--- src/rtl/uart_pkg.sv ---
// Shared types and constants for the framed UART receiver.
// State encoding, default oversampling rate and parity mode values.
package uart_pkg;

    typedef enum logic [2:0] {
        IDLE,
        START,
        DATA,
        PARITY,
        STOP1,
        STOP2,
        BRK_WAIT
    } rx_state_t;

    localparam int TICK_PER_BIT_DEF = 16;
    localparam int M_DEF            = TICK_PER_BIT_DEF / 2;

    localparam logic PARITY_EVEN = 1'b0;
    localparam logic PARITY_ODD  = 1'b1;

    function automatic int mid_tick(input int tpb);
        return tpb / 2;
    endfunction

endpackage

--- src/rtl/uart_rx_sampler.sv ---
// Line synchronizer, per-bit tick counter and 3-sample majority vote.
// bit_done and tcnt_wrap are combinational strobes on the qualifying tick.
module uart_rx_sampler
    import uart_pkg::*;
#(
    parameter int TICK_PER_BIT = TICK_PER_BIT_DEF
) (
    input  logic clk,
    input  logic reset,
    input  logic tick,
    input  logic rx,
    input  logic run,
    output logic line,
    output logic bit_val,
    output logic bit_done,
    output logic tcnt_wrap
);

    localparam int M  = mid_tick(TICK_PER_BIT);
    localparam int TW = $clog2(TICK_PER_BIT);

    logic [1:0]    sync;
    logic [TW-1:0] tcnt;
    logic          s0;
    logic          s1;

    always_ff @(posedge clk) begin
        if (reset) sync <= 2'b11;
        else       sync <= {sync[0], rx};
    end

    assign line = sync[1];

    // tcnt sits at 0 while idle so the first bit period starts cleanly
    always_ff @(posedge clk) begin
        if (reset) begin
            tcnt <= '0;
            s0   <= 1'b1;
            s1   <= 1'b1;
        end else if (!run) begin
            tcnt <= '0;
        end else if (tick) begin
            if (tcnt == TW'(M - 1)) s0 <= line;
            if (tcnt == TW'(M))     s1 <= line;
            if (tcnt == TW'(TICK_PER_BIT - 1)) tcnt <= '0;
            else                               tcnt <= tcnt + TW'(1);
        end
    end

    assign bit_val   = (s0 & s1) | (s0 & line) | (s1 & line);
    assign bit_done  = run && tick && (tcnt == TW'(M + 1));
    assign tcnt_wrap = run && tick && (tcnt == TW'(TICK_PER_BIT - 1));

endmodule

--- src/rtl/uart_rx_framed.sv ---
// Framed UART receiver: frame FSM, parity/stop/break checks and a
// one-entry holding register with a valid/ready handshake.
module uart_rx_framed
    import uart_pkg::*;
#(
    parameter int TICK_PER_BIT = TICK_PER_BIT_DEF,
    parameter int DATA_BITS    = 8
) (
    input  logic       i_Clock,
    input  logic       i_reset,
    input  logic       i_sample_tick,
    input  logic       i_enable,
    input  logic       i_RX,
    input  logic       i_parity_en,
    input  logic       i_parity_odd,
    input  logic       i_two_stop,
    input  logic       i_RX_ready,
    output logic       o_RX_DV,
    output logic [7:0] o_RX_Data,
    output logic       o_parity_err,
    output logic       o_frame_err,
    output logic       o_break,
    output logic       o_overrun,
    output logic       o_RX_Active
);

    localparam int BW = $clog2(DATA_BITS);

    rx_state_t state;
    rx_state_t state_n;

    logic line;
    logic bit_val;
    logic bit_done;
    logic tcnt_wrap;

    logic [DATA_BITS-1:0] shreg;
    logic [BW-1:0]        bcnt;
    logic                 pbit;
    logic                 perr;
    logic                 stop1_ok;
    logic                 par_target;
    logic                 brk_frame;

    logic complete;
    logic brk_hit;
    logic ferr_n;
    logic xfer;

    logic       dv;
    logic [7:0] data_q;
    logic       perr_q;
    logic       ferr_q;
    logic       brk_q;
    logic       ovr_q;

    uart_rx_sampler #(
        .TICK_PER_BIT(TICK_PER_BIT)
    ) u_sampler (
        .clk      (i_Clock),
        .reset    (i_reset),
        .tick     (i_sample_tick),
        .rx       (i_RX),
        .run      (state != IDLE),
        .line     (line),
        .bit_val  (bit_val),
        .bit_done (bit_done),
        .tcnt_wrap(tcnt_wrap)
    );

    assign par_target = i_parity_odd ? PARITY_ODD : PARITY_EVEN;
    assign brk_frame  = (shreg == '0) && (!i_parity_en || !pbit) && !bit_val;

    always_ff @(posedge i_Clock) begin
        if (i_reset)        state <= IDLE;
        else if (!i_enable) state <= IDLE;
        else                state <= state_n;
    end

    always_comb begin
        state_n = state;
        unique case (state)
            IDLE:
                if (i_sample_tick && !line) state_n = START;
            START:
                if (bit_done && bit_val) state_n = IDLE;
                else if (tcnt_wrap)      state_n = DATA;
            DATA:
                if (tcnt_wrap && bcnt == BW'(DATA_BITS - 1))
                    state_n = i_parity_en ? PARITY : STOP1;
            PARITY:
                if (tcnt_wrap) state_n = STOP1;
            STOP1:
                if (bit_done) begin
                    if (brk_frame)        state_n = BRK_WAIT;
                    else if (!i_two_stop) state_n = IDLE;
                end else if (tcnt_wrap && i_two_stop) begin
                    state_n = STOP2;
                end
            STOP2:
                if (bit_done) state_n = IDLE;
            BRK_WAIT:
                if (i_sample_tick && line) state_n = IDLE;
            default:
                state_n = IDLE;
        endcase
    end

    always_comb begin
        complete = 1'b0;
        brk_hit  = 1'b0;
        ferr_n   = 1'b0;
        if (i_enable && bit_done) begin
            if (state == STOP1) begin
                if (brk_frame) begin
                    brk_hit = 1'b1;
                end else if (!i_two_stop) begin
                    complete = 1'b1;
                    ferr_n   = !bit_val;
                end
            end else if (state == STOP2) begin
                complete = 1'b1;
                ferr_n   = !stop1_ok || !bit_val;
            end
        end
    end

    always_ff @(posedge i_Clock) begin
        if (i_reset) begin
            shreg    <= '0;
            bcnt     <= '0;
            pbit     <= 1'b0;
            perr     <= 1'b0;
            stop1_ok <= 1'b1;
        end else begin
            case (state)
                START: begin
                    bcnt <= '0;
                    pbit <= 1'b0;
                    perr <= 1'b0;
                end
                DATA: begin
                    if (bit_done)  shreg <= {bit_val, shreg[DATA_BITS-1:1]};
                    if (tcnt_wrap) bcnt  <= bcnt + BW'(1);
                end
                PARITY:
                    if (bit_done) begin
                        pbit <= bit_val;
                        perr <= ((^shreg) ^ bit_val) != par_target;
                    end
                STOP1:
                    if (bit_done) stop1_ok <= bit_val;
                default: ;
            endcase
        end
    end

    assign xfer = dv && i_RX_ready;

    // a completion only loads when the slot is free or being emptied
    always_ff @(posedge i_Clock) begin
        if (i_reset) begin
            dv     <= 1'b0;
            data_q <= 8'h00;
            perr_q <= 1'b0;
            ferr_q <= 1'b0;
            brk_q  <= 1'b0;
            ovr_q  <= 1'b0;
        end else begin
            brk_q <= brk_hit;
            ovr_q <= complete && dv && !xfer;
            if (complete && (!dv || xfer)) begin
                dv     <= 1'b1;
                data_q <= 8'(shreg);
                perr_q <= perr;
                ferr_q <= ferr_n;
            end else if (xfer) begin
                dv <= 1'b0;
            end
        end
    end

    assign o_RX_DV      = dv;
    assign o_RX_Data    = data_q;
    assign o_parity_err = perr_q;
    assign o_frame_err  = ferr_q;
    assign o_break      = brk_q;
    assign o_overrun    = ovr_q;
    assign o_RX_Active  = (state != IDLE);

endmodule

--- config.mk ---
export PLATFORM = sky130hd
export DESIGN_NAME = uart_rx_framed
export DESIGN_NICKNAME = d
export VERILOG_FILES = /design/src/rtl/uart_pkg.sv /design/src/rtl/uart_rx_sampler.sv /design/src/rtl/uart_rx_framed.sv
export SDC_FILE = /design/constraint.sdc
export NUM_CORES = 1
export LEC_CHECK = 0
export CORE_UTILIZATION = 40
export CTS_BUF_LIST = sky130_fd_sc_hd__clkbuf_16
export DETAILED_ROUTE_END_ITERATION = 12
export PLACE_DENSITY = 0.57
export SLEW_MARGIN = 20
export SYNTH_ARGS = -nofsm -noshare
export SYNTH_HDL_FRONTEND = slang
export SYNTH_SLANG_ARGS = --single-unit
export TNS_END_PERCENT = 5
--- constraint.sdc ---
create_clock -name i_Clock -period 2.58 [get_ports i_Clock]
set_input_delay 0.516 -clock i_Clock [delete_from_list [all_inputs] [get_ports i_Clock]]
set_output_delay 0.516 -clock i_Clock [all_outputs]
set_load 0.02 [all_outputs]
==> summary.md, run 1 <==
| Metric | Value |
|---|---|
| Status | `finished clean` |
| Period minus WS final | `2.25 ns` |
| Antenna violations before repair | `0` |
| Worst setup SP type | `register` |
| Yosys top cell area share | `just under 40%` |
| Setup-failing EPs final | `0` |
| Die ar. | `0.00518 sq mm` |
| Antenna violation net count after detailed routing | `0` |
| Worst Hold Margin | `0.411 ns` |
| Syn Area/Cell | `8.89 sq um` |
| Share of cells above drive strength 1 | `about an eighth` |
| Yosys cell types | `between 40 and 50` |
| Number of global-route vias before repair | `1437` |
| Clock Sinks | `38` |
| Setup repair after global routing missed its margin | `no` |
| Syn Nets | `238` |
| Clock Latency Late Sink | `0.28 ns` |
| Vias/cell | `~5` |
| Remaining global-route overflow | `0` |
| H-tree depth | `2` |
| Final nets | `approximately 270` |
| Clock-pin slew on the worst setup and hold paths | `0.06 ns` |
| Min setup slack post-route | `0.332 ns` |
| Global-route usage over all layers | `16.5%` |
| Fill cell count | `about 460` |
| Final core utilization | `51.0%` |
| Pins Over Slew Limit | `0` |
| Synth Cell Area | `0.00196 sq mm` |
| Area leader, netlist | `dfxtp_1` |
| Port bufs | `22` |
| Synth top area cells | `dfxtp_1, mux2i_1, ha_1` |
| Row count | `25` |
| Residual DRC | `0` |
| Peak supply drop | `0.252 mV` |
| Io pins | `23` |
| Die height | `slightly above 70 microns` |
| CTS tree | `done` |
| Core Area | `0.00472 sq mm` |
| Initial Util | `41.4%` |
| Post-synth top cells | `dfxtp_1, nor2_1, nand2_1` |
| Via count | `1556` |
| WS Path Type | `register to primary output` |
| Iteration-0 DRC Markers | `111` |
| Count leader, synth | `dfxtp_1` |
| Flop and latch count out of synthesis | `38` |
| Area delta synth->final | `23.1%` |
| CP bufs+invs | `2` |
| Worst EP arrival | `1.73 ns` |
| Routability cong. | `0.830` |
| Worst endpoint required time | `2.06 ns` |
| Cts bufs inserted | `5` |
| Hold violation count in the final report | `0` |
| Register area share after synthesis | `between 30% and 40%` |
| Placed cell areas | `0.00226 sq mm` |
| Post-DP HPWL | `2700 microns` |
| Synth Instances | `220` |
| CTS root buf | `clkbuf_16` |
| Largest net degree at the start of global routing | `25` |
| Synth Warn # | `0` |
| Slowest stage delay, CP | `0.55 ns` |
| DRT Wirelength | `3770 microns` |
| Clock Path Buffers | `2` |
| Pwr Density | `578 mW/mm^2` |
| Leak pwr | `between 0.8 and 0.9 nW` |
| # Post-CTS Setup Buffers | `0` |
| Max frequency | `0.445 GHz` |
| 1st-pass router iterations | `4` |
| Fin Clk Skew | `0.00308 ns` |
| Crit path max fanout | `8` |
| Average wire per standard cell | `12.0 microns` |
| Worst-path cell chain | `nor3_2 -> inv_1 -> clkdlybuf4s50_1` |
| Min-Delay Path Class | `register to register` |
| Worst path slowest cell | `clkdlybuf4s50_1` |
| Non-filler instance count after layout | `approximately 320` |
| Critical Path Sink Type | `primary output` |
| Tcrit/Tclk final | `between 80% and 90%` |
| Max-cap check violation count | `0` |
| Worst path top cell family by delay | `buffers and inverters` |
| Rel. slew slack | `about two thirds` |
| Most used DFF post-synth | `dfxtp_1` |
| Synth async-reset ratio | `0%` |
| Inserted Diodes | `0` |
| Inst Count DP | `307` |
| TNS Setup | `0 ns` |
| Post-synth EDFFs | `0` |
| First-pass GRT wire length | `6580 microns` |
| Dpl ws | `0.206 ns` |
| Die Wd | `71.9 microns` |
| Power Total | `around 1.4 mW` |
| Tightest Pin Transition | `0.517 ns` |
| Final Cell Area | `0.00241 sq mm` |
-- worst register-to-register path: stages (launching register included) --
cell,delay [ns]
dfxtp_1,0.32
buf_4,0.18
nand2b_1,0.18
or2_1,0.20
o21ai_0,0.16
a2111oi_4,0.53
mux2i_1,0.23
nor2_1,0.06
-- sequential cells by signal (all words and copies together), names as in the netlist --
register / count
o_RX_Data: 8
shreg: 8
u_sampler.tcnt: 4
bcnt: 3
state: 3
u_sampler.sync: 2
o_RX_DV: 1
o_break: 1
o_frame_err: 1
o_overrun: 1
o_parity_err: 1
pbit: 1
perr: 1
stop1_ok: 1
u_sampler.s0: 1
u_sampler.s1: 1
-- cells in the final DEF (no fill, tap or decap), types with 2 or more instances in the layout --
cell type        instances
nand4b_1                 3
nand2b_1                 6
clkbuf_16                5
a211o_1                  2
xnor2_1                  5
or2b_1                   2
dfxtp_1                 38
buf_4                    9
mux2i_1                 12
xor2_1                   3
nand4_1                  2
a21oi_1                 17
nor2_1                  27
nor3_1                   5
o21ai_0                  5
or2_2                    2
clkdlybuf4s50_1         22
a22oi_1                  2
ha_1                     9
nand3b_1                 2
nand3_1                 12
nand2_1                 18
inv_1                   13
a211oi_1                 2
-- metal layers --
metal,vias to the layer above,wire (microns),global-route usage [%]
met3,5,105,4.31
met2,21,1700,25.7
met1,718,1920,21.5
met5,-,0,0
li1,812,-,-
met4,0,46,7.41
-- cell type report --
cell class,instances,area [sq um],area share [%]
Clock inverter,3,16.3,0.675
Multi-Input combinational cell,157,1070,44.3
Timing Repair Buffer,32,308,12.8
Inverter,13,48.8,2.03
Tap cell,67,83.8,3.48
Clock buffer,5,125,5.19
Sequential cell,38,761,31.6
-- report_power, final --
part / switching, mW / total, mW / internal, mW
combinational: 0.117 / 0.207 / 0.0897
sequential: 0.00924 / 0.605 / 0.596
clock: 0.228 / 0.581 / 0.352
total: 0.355 / 1.39 / 1.04
-- final timing paths --
check	cells past startpoint	start	slack [ns]	end
setup / recovery	3	state[2]$_SDFFE_PP0P_	0.33	o_RX_Active
hold / removal	1	u_sampler.sync[0]$_SDFF_PP1_	0.41	u_sampler.sync[1]$_SDFF_PP1_
setup reg to reg	7	state[0]$_SDFFE_PP0P_	0.62	state[0]$_SDFFE_PP0P_
hold reg to reg	1	u_sampler.sync[0]$_SDFF_PP1_	0.41	u_sampler.sync[1]$_SDFF_PP1_
-- repair_timing --
item	CTS	global route
setup endpoints to repair	0	1
gates resized for setup	0	1
hold buffers	0	0
-- kinds of logic (layout without fill, tap and decap cells) --
group	Yosys count	count (layout)	share of synthesized area, %
mux	12	12	6.14
buf+inv	25	53	6.91
simple gates	89	89	23.4
xor+xnor	8	8	3.58
fa+ha+maj	10	10	6.46
compound gates	38	38	14.6
flops	38	38	38.9
Note: power is estimated with default switching activity, not from simulation.
==> run 2, diff against run 1 <==
--- a/config.mk
+++ b/config.mk
@@ -5,6 +5,7 @@
 export SDC_FILE = /design/constraint.sdc
 export NUM_CORES = 1
 export LEC_CHECK = 0
+export ABC_AREA = 1
 export CORE_UTILIZATION = 40
 export CTS_BUF_LIST = sky130_fd_sc_hd__clkbuf_16
 export DETAILED_ROUTE_END_ITERATION = 12
==> run 2 against run 1 <==
Final cell count increased by 18%. Highest routed layer unchanged. Synthesized cell count grew 26%. Critical path type unchanged. Hold slack better by 0.011 ns. Sequential power grew 2%.
==> summary.md, run 2 <==
| Metric | Value |
|---|---|
| Count leader, synth | `nand2_1 (was dfxtp_1)` |
| Iteration-0 DRC Markers | `75 (was 111)` |
| Syn Nets | `296 (was 238)` |
| Area delta synth->final | `21.9% (was 23.1%)` |
| Die height | `72.0 microns (was 71.9 microns)` |
| Synth Instances | `278 (was 220)` |
| Clock-pin slew on the worst setup and hold paths | `0.05 ns (was 0.06 ns)` |
| Cts bufs inserted | `5 (unchanged)` |
| CTS tree | `done (unchanged)` |
| Max-cap check violation count | `0 (unchanged)` |
| Hold buffers post-CTS | `0 (unchanged)` |
| Status | `finished clean (unchanged)` |
| DRT Wirelength | `3820 microns (was 3770 microns)` |
| Area leader, netlist | `dfxtp_1 (unchanged)` |
| Fin Clk Skew | `0.00374 ns (was 0.00308 ns)` |
| Leak pwr | `1.06 nW (was 0.825 nW)` |
| Largest family of logic cells by synthesized area | `simple AND/OR/NAND/NOR gates (unchanged)` |
| Io pins | `23 (unchanged)` |
| Pwr Density | `575 mW/mm^2 (was 578 mW/mm^2)` |
| H-tree depth | `2 (unchanged)` |
| Via count | `1718 (was 1556)` |
| Syn Area/Cell | `7.05 sq um (was 8.89 sq um)` |
| Synth Area in XOR/XNOR | `3.13% (was 3.58%)` |
| First-pass GRT wire length | `6800 microns (was 6580 microns)` |
| Peak supply drop | `0.246 mV (was 0.252 mV)` |
| Antenna violations before repair | `0 (unchanged)` |
| Core Area | `0.00472 sq mm (unchanged)` |
| Crit path max fanout | `8 (unchanged)` |
| Synth top area cells | `dfxtp_1, nand2_1, nor2_1 (was dfxtp_1, mux2i_1, ha_1)` |
| Synth Warn # | `0 (unchanged)` |
| Power Total | `1.37 mW (was 1.39 mW)` |
| Die ar. | `0.00518 sq mm (about the same)` |
| Min-Delay Path Class | `register to register (unchanged)` |
| Share of cells above drive strength 1 | `8.20% (was 12.5%)` |
| Die Wd | `72.0 microns (was 71.9 microns)` |
| Synth async-reset ratio | `0% (unchanged)` |
| WS Path Type | `register to primary output (unchanged)` |
| Port bufs | `22 (unchanged)` |
| CTS root buf | `clkbuf_16 (unchanged)` |
| Yosys cell types | `27 (was 47)` |
| Adder-cell share of the synthesized area | `5.75% (was 6.46%)` |
| Synth Cell Area | `0.00196 sq mm (about the same)` |
| Residual DRC | `0 (unchanged)` |
| Register area share after synthesis | `38.8% (was 38.9%)` |
| Clock Path Buffers | `2 (unchanged)` |
| Commonest non-fill, non-tap cell in the layout | `nand2_1 (was dfxtp_1)` |
| 1st-pass router iterations | `4 (unchanged)` |
| Post-synth EDFFs | `0 (unchanged)` |
| Row count | `25 (unchanged)` |
| Clock Latency Late Sink | `0.27 ns (was 0.28 ns)` |
| Critical Path Sink Type | `primary output (unchanged)` |
| Worst endpoint required time | `2.06 ns (about the same)` |
| Fill cell count | `482 (was 455)` |
| Worst EP arrival | `1.62 ns (was 1.73 ns)` |
| Mux cell area share after synthesis | `0% (was 6.14%)` |
| Post-synth top cells | `nand2_1, nor2_1, dfxtp_1, inv_1, a21oi_1 (was dfxtp_1, nor2_1, nand2_1)` |
| Worst setup SP type | `register (unchanged)` |
| Largest net degree at the start of global routing | `21 (was 25)` |
| Period minus WS final | `2.14 ns (was 2.25 ns)` |
| Inserted Diodes | `0 (unchanged)` |
| Global-route usage over all layers | `16.7% (was 16.5%)` |
| Hold violation count in the final report | `0 (unchanged)` |
| TNS Setup | `0 ns (unchanged)` |
| Most used DFF post-synth | `dfxtp_1 (unchanged)` |
| Synth Area in Compound Gates | `10.6% (was 14.6%)` |
| Tcrit/Tclk final | `82.8% (was 87.1%)` |
| Post-CTS sizing | `0 (unchanged)` |
| Clock Sinks | `38 (unchanged)` |
| Yosys top cell area share | `38.8% (was 38.9%)` |
| Final nets | `322 (was 265)` |
| Simple-gate area share of the yosys netlist | `31.7% (was 23.4%)` |
| Setup-failing EPs final | `0 (unchanged)` |
| # Post-CTS Setup Buffers | `0 (unchanged)` |
| Rel. slew slack | `62.3% (was 65.3%)` |
| Flop and latch count out of synthesis | `38 (unchanged)` |
| Most frequent cells in the layout | `nand2_1, nor2_1, inv_1, dfxtp_1, clkdlybuf4s50_1 (was dfxtp_1, nor2_1, clkdlybuf4s50_1)` |
| Antenna violation net count after detailed routing | `0 (unchanged)` |
| Number of global-route vias before repair | `1531 (was 1437)` |
| Tightest Pin Transition | `0.562 ns (was 0.517 ns)` |
| Max frequency | `0.468 GHz (was 0.445 GHz)` |
| Pins Over Slew Limit | `0 (unchanged)` |
| Routability cong. | `0.918 (was 0.830)` |
| Setup repair after global routing missed its margin | `no (unchanged)` |
| Initial Util | `41.5% (was 41.4%)` |
| Remaining global-route overflow | `0 (unchanged)` |
| Vias/cell | `4.62 (was 4.94)` |
| Post-DP HPWL | `2770 microns (was 2700 microns)` |
| Average wire per standard cell | `10.3 microns (was 12.0 microns)` |
[run 2: metal layers]
layer	vias up	global-route usage [%]	wire, microns	share of wire [%]
li1	937	-	-	-
met1	731	22.2	2050	53
met2	44	25.8	1560	41
met4	0	6.97	59	1.5
met3	6	4.44	161	4.2
met5	-	0	0	0
[run 2: through the flow]
stage | utilization, % | hold WS, ns | setup slack, ns | cells | cell area [sq um]
floorplan | - | 0.389 | 0.860 | 278 | 1960
global placement | 47.7 | 0.398 | 0.352 | 364 | 2250
detailed placement | 47.7 | 0.403 | 0.410 | 364 | 2250
CTS | 50.6 | 0.429 | 0.444 | 372 | 2390
global route | 50.6 | 0.438 | 0.391 | 372 | 2390
finish | 50.6 | 0.422 | 0.445 | 372 | 2390
[run 2: worst max-delay path, cell delays in order, from the launching register on]
cell and delay [ns]:
dfxtp_1 0.43, inv_2 0.13, nand2_4 0.15, clkdlybuf4s50_1 0.63
[run 2: path summary, 6_finish.rpt]
check / from / end / slack, ns / cells after the start
max: state[2]$_SDFFE_PP0P_ / o_RX_Active / 0.44 / 3
min: u_sampler.sync[0]$_SDFF_PP1_ / u_sampler.sync[1]$_SDFF_PP1_ / 0.42 / 1
max reg2reg: u_sampler.tcnt[0]$_SDFFE_PP0P_ / state[2]$_SDFFE_PP0P_ / 0.74 / 10
min reg2reg: u_sampler.sync[0]$_SDFF_PP1_ / u_sampler.sync[1]$_SDFF_PP1_ / 0.42 / 1
[run 2: layout make-up]
| cell class | count | area [sq um] | share of cell area [%] |
|---|---|---|---|
| Multi-Input combinational cell | 191 | 1000 | 42.0 |
| Sequential cell | 38 | 761 | 31.8 |
| Timing Repair Buffer | 25 | 243 | 10.2 |
| Inverter | 43 | 161 | 6.76 |
| Clock buffer | 5 | 125 | 5.24 |
| Tap cell | 67 | 83.8 | 3.51 |
| Clock inverter | 3 | 11.3 | 0.471 |
[run 2: cell families after synthesis]
logic type / Yosys count
fa+ha+maj: 9
compound gates: 39
flops: 38
buf+inv: 49
simple gates: 136
xor+xnor: 7
[run 2: power by group]
group / internal, mW / switching [mW]
clock network: 0.347 / 0.219
logic: 0.0700 / 0.120
registers: 0.601 / 0.0151
